$ cat config.mk
export PLATFORM = sky130hd
export DESIGN_NAME = spi_slave_ctrl
export DESIGN_NICKNAME = d
export VERILOG_FILES = /design/src/rtl/spi_pkg.sv /design/src/rtl/spi_tx_serializer.sv /design/src/rtl/spi_slave_ctrl.sv
export SDC_FILE = /design/constraint.sdc
export NUM_CORES = 1
export LEC_CHECK = 0
export CAP_MARGIN = 10
export CORE_MARGIN = 8
export CORE_UTILIZATION = 25
export CTS_BUF_LIST = sky130_fd_sc_hd__clkbuf_8
export CTS_CLUSTER_DIAMETER = 80
export CTS_CLUSTER_SIZE = 25
export DETAILED_ROUTE_END_ITERATION = 7
export DONT_BUFFER_PORTS = 1
export SYNTH_ARGS = -nofsm -noshare
export SYNTH_HDL_FRONTEND = slang
export SYNTH_SLANG_ARGS = --single-unit
$ cat constraint.sdc
create_clock -name clk -period 2.13 [get_ports clk]
set_input_delay 0.639 -clock clk [delete_from_list [all_inputs] [get_ports clk]]
set_output_delay 0.639 -clock clk [all_outputs]
set_load 0.05 [all_outputs]
$ cat src/rtl/spi_pkg.sv
// Shared types and constants for the SPI slave front-end of the single-port RAM.
package spi_pkg;

    localparam int FRAME_BITS = 10;
    localparam int DATA_BITS  = 8;

    localparam logic [1:0] OP_WR_ADDR = 2'b00;
    localparam logic [1:0] OP_WR_DATA = 2'b01;
    localparam logic [1:0] OP_RD_ADDR = 2'b10;
    localparam logic [1:0] OP_RD_DATA = 2'b11;

    typedef enum logic [2:0] {
        IDLE,
        CHK_CMD,
        WRITE,
        READ_ADD,
        READ_DATA
    } spi_state_e;

endpackage

$ cat src/rtl/spi_tx_serializer.sv
// Load/shift register that puts one RAM read byte on MISO, MSB first.
module spi_tx_serializer
    import spi_pkg::*;
(
    input  logic                 clk,
    input  logic                 rst_n,
    input  logic                 clear_i,
    input  logic                 load_i,
    input  logic [DATA_BITS-1:0] data_i,
    output logic                 miso_o,
    output logic                 done_o
);

    localparam int CW = $clog2(DATA_BITS);

    logic [DATA_BITS-1:0] sh_q, sh_d;
    logic [CW-1:0]        cnt_q, cnt_d;
    logic                 busy_q, busy_d;
    logic                 miso_q, miso_d;

    always_comb begin
        sh_d   = sh_q;
        cnt_d  = cnt_q;
        busy_d = busy_q;
        miso_d = miso_q;
        if (clear_i) begin
            cnt_d  = '0;
            busy_d = 1'b0;
            miso_d = 1'b0;
        end else if (load_i) begin
            // Bit 7 goes straight out on the load edge; the rest queue behind it.
            miso_d = data_i[DATA_BITS-1];
            sh_d   = {data_i[DATA_BITS-2:0], 1'b0};
            cnt_d  = CW'(DATA_BITS - 1);
            busy_d = 1'b1;
        end else if (busy_q) begin
            if (cnt_q != '0) begin
                miso_d = sh_q[DATA_BITS-1];
                sh_d   = {sh_q[DATA_BITS-2:0], 1'b0};
                cnt_d  = cnt_q - CW'(1);
            end else begin
                miso_d = 1'b0;
                busy_d = 1'b0;
            end
        end
    end

    always_ff @(posedge clk) begin
        if (!rst_n) begin
            sh_q   <= '0;
            cnt_q  <= '0;
            busy_q <= 1'b0;
            miso_q <= 1'b0;
        end else begin
            sh_q   <= sh_d;
            cnt_q  <= cnt_d;
            busy_q <= busy_d;
            miso_q <= miso_d;
        end
    end

    assign miso_o = miso_q;
    assign done_o = busy_q && (cnt_q == '0);

endmodule

$ cat src/rtl/spi_slave_ctrl.sv
// SPI slave: deserialises MOSI frames into RAM command words and returns read bytes on MISO.
//   state     | meaning
//   IDLE      | SS_n high, waiting for a frame
//   CHK_CMD   | sampling the direction bit
//   WRITE     | shifting a write-address/write-data payload
//   READ_ADD  | shifting a read-address payload
//   READ_DATA | shifting a read-data payload, then waiting for and sending the RAM byte
module spi_slave_ctrl
    import spi_pkg::*;
(
    input  logic                  clk,
    input  logic                  rst_n,
    input  logic                  SS_n,
    input  logic                  MOSI,
    output logic                  MISO,
    output logic [FRAME_BITS-1:0] rx_data,
    output logic                  rx_valid,
    input  logic [DATA_BITS-1:0]  tx_data,
    input  logic                  tx_valid
);

    spi_state_e            state_q, state_d;
    logic [3:0]            cnt_q, cnt_d;
    logic [FRAME_BITS-1:0] rx_data_q, rx_data_d;
    logic                  rx_valid_q, rx_valid_d;
    logic                  rd_addr_rcvd_q, rd_addr_rcvd_d;
    logic                  tx_load;
    logic                  tx_done;

    always_comb begin
        state_d        = state_q;
        cnt_d          = cnt_q;
        rx_data_d      = rx_data_q;
        rx_valid_d     = 1'b0;
        rd_addr_rcvd_d = rd_addr_rcvd_q;
        tx_load        = 1'b0;
        if (SS_n) begin
            state_d = IDLE;
            cnt_d   = '0;
        end else begin
            unique case (state_q)
                IDLE: state_d = CHK_CMD;
                CHK_CMD: begin
                    cnt_d = '0;
                    if (!MOSI)               state_d = WRITE;
                    else if (rd_addr_rcvd_q) state_d = READ_DATA;
                    else                     state_d = READ_ADD;
                end
                WRITE, READ_ADD, READ_DATA: begin
                    if (cnt_q < 4'(FRAME_BITS)) begin
                        rx_data_d = {rx_data_q[FRAME_BITS-2:0], MOSI};
                        cnt_d     = cnt_q + 4'd1;
                        if (cnt_q == 4'(FRAME_BITS - 1)) begin
                            rx_valid_d = 1'b1;
                            if (state_q == READ_ADD) rd_addr_rcvd_d = 1'b1;
                        end
                    end else if (state_q == READ_DATA && cnt_q == 4'(FRAME_BITS) && tx_valid) begin
                        // Counter steps past the frame length so the byte is taken only once.
                        tx_load = 1'b1;
                        cnt_d   = cnt_q + 4'd1;
                    end
                end
                default: state_d = IDLE;
            endcase
        end
        if (tx_done) rd_addr_rcvd_d = 1'b0;
    end

    always_ff @(posedge clk) begin
        if (!rst_n) begin
            state_q        <= IDLE;
            cnt_q          <= '0;
            rx_data_q      <= '0;
            rx_valid_q     <= 1'b0;
            rd_addr_rcvd_q <= 1'b0;
        end else begin
            state_q        <= state_d;
            cnt_q          <= cnt_d;
            rx_data_q      <= rx_data_d;
            rx_valid_q     <= rx_valid_d;
            rd_addr_rcvd_q <= rd_addr_rcvd_d;
        end
    end

    spi_tx_serializer u_tx (
        .clk     (clk),
        .rst_n   (rst_n),
        .clear_i (SS_n),
        .load_i  (tx_load),
        .data_i  (tx_data),
        .miso_o  (MISO),
        .done_o  (tx_done)
    );

    assign rx_data  = rx_data_q;
    assign rx_valid = rx_valid_q;

endmodule

==> results of run 1 <==
==> metrics by stage <==
step,setup WS [ps],std cells
6_report,440.1,244
5_1_grt,334.2,244
4_1_cts,419.7,244
3_5_place_dp,432.8,236
3_3_place_gp,465.6,236
2_1_floorplan,504.7,171
==> flip-flops by register name (all words and copies together) (netlist names) <==
register / count
rx_data: 10
u_tx.cnt_q: 3
state_q: 3
cnt_q: 4
rx_valid: 1
rd_addr_rcvd_q: 1
u_tx.miso_o: 1
u_tx.busy_q: 1
u_tx.sh_q: 7
==> per-layer routing <==
layer / vias to the layer above / wire [um]
li1: 604 / -
met1: 507 / 1472
met2: 21 / 1235
met3: 5 / 270
met4: 0 / 31
met5: - / 0
==> cell families (layout without fill, tap and decap cells) <==
family | after synthesis | after routing | share of synthesized area [%]
compound gates | 48 | 48 | 21.79
flops | 31 | 31 | 43.39
xor+xnor | 1 | 1 | 0.6125
buf+inv | 17 | 18 | 5.511
simple gates | 69 | 69 | 24.32
fa+ha+maj | 5 | 5 | 4.374
==> worst register-to-register path: stages, from the launching register on <==
cell and delay (ps):
sky130_fd_sc_hd__dfxtp_1 340, sky130_fd_sc_hd__inv_1 60, sky130_fd_sc_hd__ha_1 210, sky130_fd_sc_hd__nor2b_1 150, sky130_fd_sc_hd__or3_1 430, sky130_fd_sc_hd__and3_1 220, sky130_fd_sc_hd__o21a_1 170
==> area by class of cell <==
type | instances | share of cell area (%)
Multi-Input combinational cell | 123 | 45.45
Clock buffer | 6 | 5.136
Tap cell | 72 | 5.603
Inverter | 7 | 1.634
Clock inverter | 2 | 2.179
Sequential cell | 31 | 38.60
Timing Repair Buffer | 3 | 1.401
==> where the power goes <==
| part | internal [mW] | total, mW | switching (mW) |
|---|---|---|---|
| registers | 0.582 | 0.587 | 0.00513 |
| logic | 0.00967 | 0.0272 | 0.0175 |
| clock network | 0.378 | 0.598 | 0.219 |
==> worst paths after layout <==
| check | start | slack [ps] | end |
|---|---|---|---|
| setup reg to reg | u_tx.cnt_q[0] | 440 | u_tx.sh_q[1] |
| setup / recovery | u_tx.cnt_q[0] | 440 | u_tx.sh_q[1] |
| hold / removal | u_tx.sh_q[5] | 470 | u_tx.sh_q[6] |
| hold reg to reg | u_tx.sh_q[5] | 470 | u_tx.sh_q[6] |
==> layout by cell type (no fill, tap or decap), types with 2 or more instances in the layout <==
cell                       Yosys  routed
sky130_fd_sc_hd__nor2b_1       4       4
sky130_fd_sc_hd__a21oi_1       7       7
sky130_fd_sc_hd__clkbuf_8      0       6
sky130_fd_sc_hd__nor3_1        4       4
sky130_fd_sc_hd__nand3_1      11      11
sky130_fd_sc_hd__dfxtp_1      31      31
sky130_fd_sc_hd__nor3b_1       2       2
sky130_fd_sc_hd__o21a_1        2       2
sky130_fd_sc_hd__nand4_1       2       2
sky130_fd_sc_hd__o21ai_2       2       2
sky130_fd_sc_hd__inv_1         7       7
sky130_fd_sc_hd__o41ai_1       2       2
sky130_fd_sc_hd__nor2_1        7       7
sky130_fd_sc_hd__o211ai_1      2       2
sky130_fd_sc_hd__ha_1          5       5
sky130_fd_sc_hd__a31oi_1       7       7
sky130_fd_sc_hd__buf_4         2       3
sky130_fd_sc_hd__o21ai_0      17      17
sky130_fd_sc_hd__nand2_1      27      27
sky130_fd_sc_hd__nand2b_1      3       3
sky130_fd_sc_hd__and3_1        2       2
sky130_fd_sc_hd__and3b_1       2       2
==> synthesized netlist by cell type, types with 2 or more instances <==
cell type	instances	area share [%]
sky130_fd_sc_hd__dfxtp_1	31	43
sky130_fd_sc_hd__nand2_1	27	7.1
sky130_fd_sc_hd__o21ai_0	17	5.9
sky130_fd_sc_hd__nand3_1	11	3.8
sky130_fd_sc_hd__a21oi_1	7	2.4
sky130_fd_sc_hd__a31oi_1	7	3.1
sky130_fd_sc_hd__inv_1	7	1.8
sky130_fd_sc_hd__nor2_1	7	1.8
sky130_fd_sc_hd__ha_1	5	4.4
sky130_fd_sc_hd__clkbuf_1	4	1.0
sky130_fd_sc_hd__nor2b_1	4	1.7
sky130_fd_sc_hd__nor3_1	4	1.4
sky130_fd_sc_hd__buf_2	3	1.0
sky130_fd_sc_hd__nand2b_1	3	1.3
sky130_fd_sc_hd__and3_1	2	0.87
sky130_fd_sc_hd__and3b_1	2	1.2
sky130_fd_sc_hd__buf_4	2	1.0
sky130_fd_sc_hd__nand4_1	2	0.87
sky130_fd_sc_hd__nor3b_1	2	1.0
sky130_fd_sc_hd__o211ai_1	2	1.0
sky130_fd_sc_hd__o21a_1	2	1.0
sky130_fd_sc_hd__o21ai_2	2	1.2
sky130_fd_sc_hd__o41ai_1	2	1.2
==> impl_metrics.json, run 1 <==
{
  "timing.final.hold_violations": 0,
  "cellLeakagePower_nw": 0.5494,
  "reg2regPathDepth": 6,
  "worst_path_max_delay_cell": "sky130_fd_sc_hd__or3_1",
  "drtPass1Iterations": 4,
  "use_met1_pct": 9.152,
  "synth_enable_flop_cells": 0,
  "avgSynthCellArea_um2": 8.363,
  "critical_path_data_required_time_ps": 2300,
  "critical_path.n_buffers_inverters": 1,
  "unrepaired_setup_endpoints_after_global_routing": "false",
  "yosys_register_bits": 31,
  "syn_area_um2": 1430,
  "finClkSkew_ps": 8.725,
  "power-per-cell-area_nw_per_um2": 753.6,
  "postLayoutCoreUtil_pct": 29.20,
  "cts.path.max_buffers": 2,
  "worstHoldPathCells": 2,
  "critical_path.max_stage_delay_ps": 430,
  "globalRoute.totalOverflow": 0,
  "area.sequential_um2": 620.6,
  "route.final.wire_length_mm": 3.010,
  "status": "complete, no violations",
  "yosys_most_used_dff": "sky130_fd_sc_hd__dfxtp_1",
  "nFillCells": 568,
  "fp.dieArea_um2": 8397,
  "antenna_cells": 0,
  "vdd_ir_drop_max_mv": 0.3692,
  "route.antenna.remaining_nets": 0,
  "wl_per_cell_um": 12.34,
  "hpwlAfterDp_mm": 2.135,
  "path_cells": "inv_1 > ha_1 > nor2b_1 > or3_1 > and3_1 > o21a_1",
  "clk_transition_reported_paths_ps": 60,
  "grt_pass1_wl_mm": 5.016,
  "tritoncts": "built",
  "tightestPinTransition_ps": 561.7,
  "cpLargestDelayFamily": "simple AND/OR/NAND/NOR gates",
  "post_cts_resized": 0,
  "design.final.nets": 189,
  "ctsHtreeMaxLevel": 2,
  "maxCapViolations": 0,
  "fp.dieH_um": 91.64,
  "chip_width_um": 91.64,
  "cp-start-kind": "flip-flop",
  "groute.usage.overall_pct": 7.366,
  "cts_made_buffers": 5,
  "yosysWarnings": 0,
  "number_of_pins_with_negative_max_slew_slack_in_the_final_report": 0,
  "multi_input_area_um2": 730.7,
  "drt_first_iter_violations": 87,
  "port-buffer-count": 0,
  "cp_data_arrival_time_ps": 1860,
  "placeableCoreArea_um2": 5507,
  "syn_nets": 189,
  "post_dp_cell_area_um2": 1490,
  "drcViolationCount": 0,
  "finalCriticalPeriod_ps": 1690,
  "vias": 1137,
  "drive_gt1_share_pct": 9.302,
  "global_route.usage.met2_pct": 10.20,
  "clock_insertion_delay_worst_skew_ps": 280,
  "drt-vias-per-instance": 4.660,
  "placement_rows": 27,
  "grt_util_met3_pct": 4.156,
  "fin_worst_hold_slack_ps": 468.0,
  "setup_tns_ps": 0,
  "overall_power_mw": 1.212,
  "setup_viol_count_final": 0,
  "number_of_antenna_violations_at_the_first_check_in_global_routing": 0,
  "path_class": "flip-flop to flip-flop",
  "first_global_vias": 1013,
  "grt_max_degree": 32,
  "worst-path-max-fanout": 8,
  "final_cell_area_um2": 1608,
  "critical_path_cell_count": 6,
  "endpoint_kind": "flip-flop",
  "boundaryPins": 25,
  "post_synth_num_cell_types": 39,
  "cts-hold-fix-buffers": 0,
  "cts_root_buffer": "sky130_fd_sc_hd__clkbuf_8",
  "timing.max_slew.rel_slack_pct": 62.50,
  "proportion_of_synthesized_chip_area_in_sequential_cells_pct": 43.39,
  "grt_most_used_layer": "met2",
  "synth_async_sr_flop_share_pct": 0,
  "floorplan.initialDensity_pct": 25.97,
  "fmax_mhz": 591.8,
  "post-cts-setup-buffers": 0,
  "min_delay_worst_type": "flip-flop to flip-flop",
  "clock_sink_count": 31,
  "min_period_over_period_pct": 79.34,
  "synth_cells": 171,
  "area.growth.synth_to_final_pct": 12.42,
  "routabilityCongestion": 0.7476
}
Note: power is estimated with default switching activity, not from simulation.
==> inputs of run 2 (changes only) <==
==> constraint.sdc (replaced) <==
create_clock -name clk -period 1.6 [get_ports clk]
set_input_delay 0.48 -clock clk [delete_from_list [all_inputs] [get_ports clk]]
set_output_delay 0.48 -clock clk [all_outputs]
set_load 0.05 [all_outputs]
==> run 2 against run 1 <==
  * Routed wire length grew 9.8%
  * Non-clock buffer count is 14 higher
  * Global-route usage increased by 0.77 points
==> impl_metrics.json, run 2 (same netlist as run 1, synthesis figures left out) <==
{
  "status": "complete, no violations",
  "area.growth.synth_to_final_pct": 23.36,
  "cellLeakagePower_nw": 0.6254,
  "drive_gt1_share_pct": 19.89,
  "placeableCoreArea_um2": 5507,
  "groute.usage.overall_pct": 8.132,
  "chip_width_um": 91.64,
  "route.final.wire_length_mm": 3.304,
  "clock_insertion_delay_worst_skew_ps": 280,
  "endpoint_kind": "flip-flop",
  "path_cells": "or3b_4 > a211oi_4 > buf_12 > nand3_1 > o21ai_0",
  "finClkSkew_ps": 8.212,
  "fp.dieArea_um2": 8397,
  "path_class": "flip-flop to flip-flop",
  "floorplan.initialDensity_pct": 25.97,
  "placement_rows": 27,
  "number_of_antenna_violations_at_the_first_check_in_global_routing": 0,
  "placed_cells": 247,
  "grt_max_degree": 32,
  "min_delay_worst_type": "input port to flip-flop",
  "antenna_cells": 0,
  "drt_first_iter_violations": 42,
  "timing.final.hold_violations": 0,
  "cts.path.max_buffers": 2,
  "fp.dieH_um": 91.64,
  "grt_pass1_wl_mm": 5.575,
  "worst-path-max-fanout": 20,
  "power-per-cell-area_nw_per_um2": 918.2,
  "fmax_mhz": 663.9,
  "area.sequential_um2": 625.6,
  "min_period_over_period_pct": 94.14,
  "number_of_pins_with_negative_max_slew_slack_in_the_final_report": 0,
  "drt-vias-per-instance": 4.674,
  "multi_input_area_um2": 763.2,
  "cp-start-kind": "flip-flop",
  "vdd_ir_drop_max_mv": 0.3898,
  "unrepaired_setup_endpoints_after_global_routing": "false",
  "timing.max_slew.rel_slack_pct": 63.08,
  "critical_path.n_buffers_inverters": 1,
  "mostFrequentLayoutCells": "27 x sky130_fd_sc_hd__nand2_1, 27 x sky130_fd_sc_hd__dfxtp_1, 16 x sky130_fd_sc_hd__o21ai_0",
  "wl_per_cell_um": 12.81,
  "drcViolationCount": 0,
  "setup_tns_ps": 0,
  "cts_made_buffers": 5,
  "clock_sink_count": 31,
  "largest_reg_flops": 10,
  "hpwlAfterDp_mm": 2.313,
  "drtPass1Iterations": 4,
  "critical_path.max_stage_delay_ps": 440,
  "maxCapViolations": 0,
  "routabilityCongestion": 0.7586,
  "ctsHtreeMaxLevel": 2,
  "worst_path_max_delay_cell": "sky130_fd_sc_hd__or3b_4",
  "vias": 1206,
  "port-buffer-count": 0,
  "tightestPinTransition_ps": 553.1,
  "cpLargestDelayFamily": "simple AND/OR/NAND/NOR gates",
  "critical_path_data_required_time_ps": 1800,
  "finalCriticalPeriod_ps": 1506,
  "setup_viol_count_final": 0,
  "nFillCells": 558,
  "tritoncts": "built",
  "globalRoute.totalOverflow": 0,
  "finish.cell_count_without_fillers": 258,
  "cts-hold-fix-buffers": 0,
  "cp_data_arrival_time_ps": 1710,
  "clk_transition_reported_paths_ps": 70,
  "first_global_vias": 1189,
  "route.antenna.remaining_nets": 0,
  "design.final.nets": 203,
  "cts_root_buffer": "sky130_fd_sc_hd__clkbuf_8",
  "boundaryPins": 25
}
==> run 2: routing by layer <==
layer / wire length [um] / GRT usage [%] / up-vias
met2: 1441 / 12.48 / 23
li1: - / - / 631
met3: 271 / 3.993 / 2
met4: 14 / 2.456 / 0
met1: 1577 / 9.733 / 550
met5: 0 / 0 / -
==> run 2: worst paths after layout <==
check	from	endpoint	slack [ps]	cells after the start
worst max-delay path	state_q[0]	rx_data[5]	90	5
worst min register to register	state_q[2]	state_q[1]	450	1
worst max register to register	state_q[0]	rx_data[5]	90	5
worst min-delay path	rst_n	u_tx.sh_q[1]	330	1
==> run 2: per-stage QoR <==
stage / hold slack (ps) / instance area [um^2] / util, % / setup WS (ps) / total power, mW
global placement: 461.1 / 1588 / 28.83 / 82.31 / 0.8394
finish: 332.0 / 1764 / 32.04 / 93.82 / 1.620
floorplan: 439.6 / 1443 / - / 15.11 / 0.8378
CTS: 313.2 / 1720 / 31.24 / 3.497 / 1.640
detailed placement: 465.7 / 1588 / 28.83 / 4.149 / 0.8402
global route: 324.6 / 1764 / 32.04 / 8.941 / 1.691
==> run 2: power by group <==
group          total [mW]  switching (mW)  internal (mW)
sequential          0.782         0.00689          0.775
clock               0.795           0.291          0.504
combinational      0.0429          0.0253         0.0175
==> run 2: final cells by class <==
type / instances / share of cell area, %
flip-flops and latches: 31 / 35.46
repair buffers: 17 / 8.014
clock buffers: 6 / 4.681
multi-input cells: 123 / 43.26
clock inverters: 2 / 1.986
well taps: 72 / 5.106
inverters: 7 / 1.489
==> run 2: timing repair <==
action | 4_1_cts | 5_1_grt
resized for setup | 0 | 12
gates cloned | 0 | 1
endpoints found under the setup margin | 1 | 15
endpoints found under the hold margin | 0 | 0
buffers inserted | 2 | 0
==> inputs of run 3 (changes only) <==
--- a/config.mk
+++ b/config.mk
@@ -6,6 +6,8 @@
 export NUM_CORES = 1
 export LEC_CHECK = 0
 export CAP_MARGIN = 10
+export CELL_PAD_IN_SITES_DETAIL_PLACEMENT = 1
+export CELL_PAD_IN_SITES_GLOBAL_PLACEMENT = 2
 export CORE_MARGIN = 8
 export CORE_UTILIZATION = 25
 export CTS_BUF_LIST = sky130_fd_sc_hd__clkbuf_8
@@ -13,6 +15,7 @@
 export CTS_CLUSTER_SIZE = 25
 export DETAILED_ROUTE_END_ITERATION = 7
 export DONT_BUFFER_PORTS = 1
+export PLACE_DENSITY_LB_ADDON = 0.1
 export SYNTH_ARGS = -nofsm -noshare
 export SYNTH_HDL_FRONTEND = slang
 export SYNTH_SLANG_ARGS = --single-unit
==> run 3 against run 2 <==
  * Critical path depth grew 1
  * Sequential share of layout area increased by 0.29 points
  * Power decreased by 5.7%
  * Sequential cell count unchanged
  * Clock power shrank 12%
  * Worst hold slack lost 3.6 ps
  * Register-to-register slack worse by 30 ps
  * Die area did not move
  * First-iteration DRC count up 2.4%
==> impl_metrics.json, run 3 (same netlist as run 1, synthesis figures left out) <==
{
  "setup.worst_path.end": "u_tx.sh_q[1]",
  "timing.final.hold_violations": 0,
  "number_of_antenna_violations_at_the_first_check_in_global_routing": 0,
  "groute.usage.overall_pct": 9.840,
  "tightestPinTransition_ps": 561.1,
  "unrepaired_setup_endpoints_after_global_routing": "true",
  "maxCapViolations": 0,
  "first_global_vias": 1284,
  "cp_data_arrival_time_ps": 1720,
  "fin_worst_hold_slack_ps": 328.4,
  "clk_transition_reported_paths_ps": 70,
  "hpwlAfterDp_mm": 2.890,
  "placeableCoreArea_um2": 5507,
  "cts_made_buffers": 5,
  "critical_path_data_required_time_ps": 1780,
  "clock_insertion_delay_worst_skew_ps": 280,
  "routabilityCongestion": 0.7229,
  "antenna_cells": 0,
  "drt_first_iter_violations": 43,
  "port-buffer-count": 0,
  "timing.max_slew.rel_slack_pct": 62.54,
  "power-per-cell-area_nw_per_um2": 878.2,
  "design.final.nets": 201,
  "chip_width_um": 91.64,
  "fp.dieArea_um2": 8397,
  "floorplan.initialDensity_pct": 25.97,
  "number_of_pins_with_negative_max_slew_slack_in_the_final_report": 0,
  "power.internal_mw": 1.185,
  "clock_sink_count": 31,
  "placement_rows": 27,
  "worst-path-max-fanout": 3,
  "drcViolationCount": 0,
  "largest_reg_flops": 10,
  "cts.path.max_buffers": 2,
  "critical_path.reg2reg.startpoint": "u_tx.cnt_q[0]",
  "boundaryPins": 25,
  "ctsHtreeMaxLevel": 2,
  "fmax_mhz": 650.1,
  "seq_power_share_pct": 51.0,
  "finalCriticalPeriod_ps": 1538,
  "route.final.wire_length_mm": 4.020,
  "critical_path_launch_point": "u_tx.cnt_q[0]",
  "status": "complete, no violations",
  "fp.dieH_um": 91.64,
  "cp-start-kind": "flip-flop",
  "final_common_cell": "sky130_fd_sc_hd__dfxtp_1",
  "final_cell_area_um2": 1739,
  "switching_share_pct": 22.41,
  "wl_per_cell_um": 15.70,
  "endpoint_kind": "flip-flop",
  "mostFrequentLayoutCells": "30 x sky130_fd_sc_hd__dfxtp_1, 27 x sky130_fd_sc_hd__nand2_1, 17 x sky130_fd_sc_hd__o21ai_0",
  "area.growth.synth_to_final_pct": 21.61,
  "grt_pass1_wl_mm": 6.555,
  "drt-vias-per-instance": 4.871,
  "cellLeakagePower_nw": 0.6083,
  "reg2regPathDepth": 6,
  "route.antenna.remaining_nets": 0,
  "post_dp_cell_area_um2": 1580,
  "globalRoute.totalOverflow": 0,
  "drtPass1Iterations": 4,
  "combinational_power_share_pct": 3.3,
  "drive_gt1_share_pct": 18.48,
  "cts_root_buffer": "sky130_fd_sc_hd__clkbuf_8",
  "min_period_over_period_pct": 96.14,
  "total_switching_power_uw": 342.3,
  "grt_max_degree": 32,
  "min_delay_worst_type": "input port to flip-flop",
  "vias": 1247,
  "tritoncts": "built",
  "finClkSkew_ps": 4.625,
  "setup_viol_count_final": 0,
  "path_class": "flip-flop to flip-flop",
  "share_clk_of_total_power_pct": 45.7,
  "critical_path.reg2reg.endpoint": "u_tx.sh_q[1]",
  "vdd_ir_drop_max_mv": 0.3150,
  "ff2ff_setup_slack_ps": 60
}
[run 3: cell count changes in the layout (fill, tap and decap cells not counted), sizes merged]
| cell | before | now |
|---|---|---|
| buf | 17 | 15 |
| bufinv | 1 | 0 |
| clkbuf | 6 | 7 |
| clkinv | 1 | 0 |
| clkinvlp | 0 | 1 |
[run 3: worst min path at each step]
stage                            start           end  slack [ps]  depth (start not counted)
after global routing             rst_n  u_tx.sh_q[1]         310                          1
after global placement    u_tx.sh_q[5]  u_tx.sh_q[6]         460                          2
final                            rst_n  u_tx.sh_q[1]         330                          1
after detailed placement  u_tx.sh_q[6]  u_tx.sh_q[6]         470                          2
after floorplan           u_tx.sh_q[5]  u_tx.sh_q[6]         440                          2
after CTS                        rst_n  u_tx.sh_q[1]         300                          1
[run 3: area by class of cell]
class                           count  area [um^2]
Tap cell                           72        90.09
Clock buffer                        7        96.34
Inverter                            7        26.28
Clock inverter                      1        7.507
Fill cell                         664         3767
Timing Repair Buffer               15        126.4
Multi-Input combinational cell    123        770.7
Sequential cell                    31        621.8
[run 3: through the flow]
step	power (mW)	utilization (%)	setup TNS (ps)	instances	worst slack, ps
finish	1.527	31.58	0	256	61.84
global route	1.605	31.58	-8.872	256	-6.358
CTS	1.564	30.61	0	254	18.85
detailed placement	0.8459	28.70	-6.590	246	-6.590
global placement	0.8436	28.70	0	246	49.01
floorplan	0.8378	-	0	171	15.11
[run 3: critical path, cell delays in order (launching register included)]
cell                      delay (ps)
sky130_fd_sc_hd__dfxtp_2         330
sky130_fd_sc_hd__inv_1            60
sky130_fd_sc_hd__ha_2            190
sky130_fd_sc_hd__nor2b_2         170
sky130_fd_sc_hd__or3_4           330
sky130_fd_sc_hd__and3_1          170
sky130_fd_sc_hd__o21a_1          180
[run 3: power by group through the flow]
stage | Combinational, mW | Sequential, mW | Clock, mW
final | 0.0500 | 0.779 | 0.698
after global routing | 0.0569 | 0.779 | 0.769
after CTS | 0.0498 | 0.778 | 0.736
after detailed placement | 0.0495 | 0.796 | 0
after global placement | 0.0472 | 0.796 | 0
after floorplan | 0.0417 | 0.796 | 0
[run 3: repair_timing]
item	CTS	global route
setup endpoints to repair	2	8
buffers inserted	0	1
gates cloned	0	1
hold buffers	0	0
resized for setup	1	9
pin swaps	0	1
[run 3: per-layer routing]
| layer | track usage, % | wire, um |
|---|---|---|
| met3 | 4.075 | 220 |
| met4 | 4.093 | 52 |
| met5 | 0 | 0 |
| met2 | 15.97 | 1949 |
| met1 | 11.15 | 1797 |
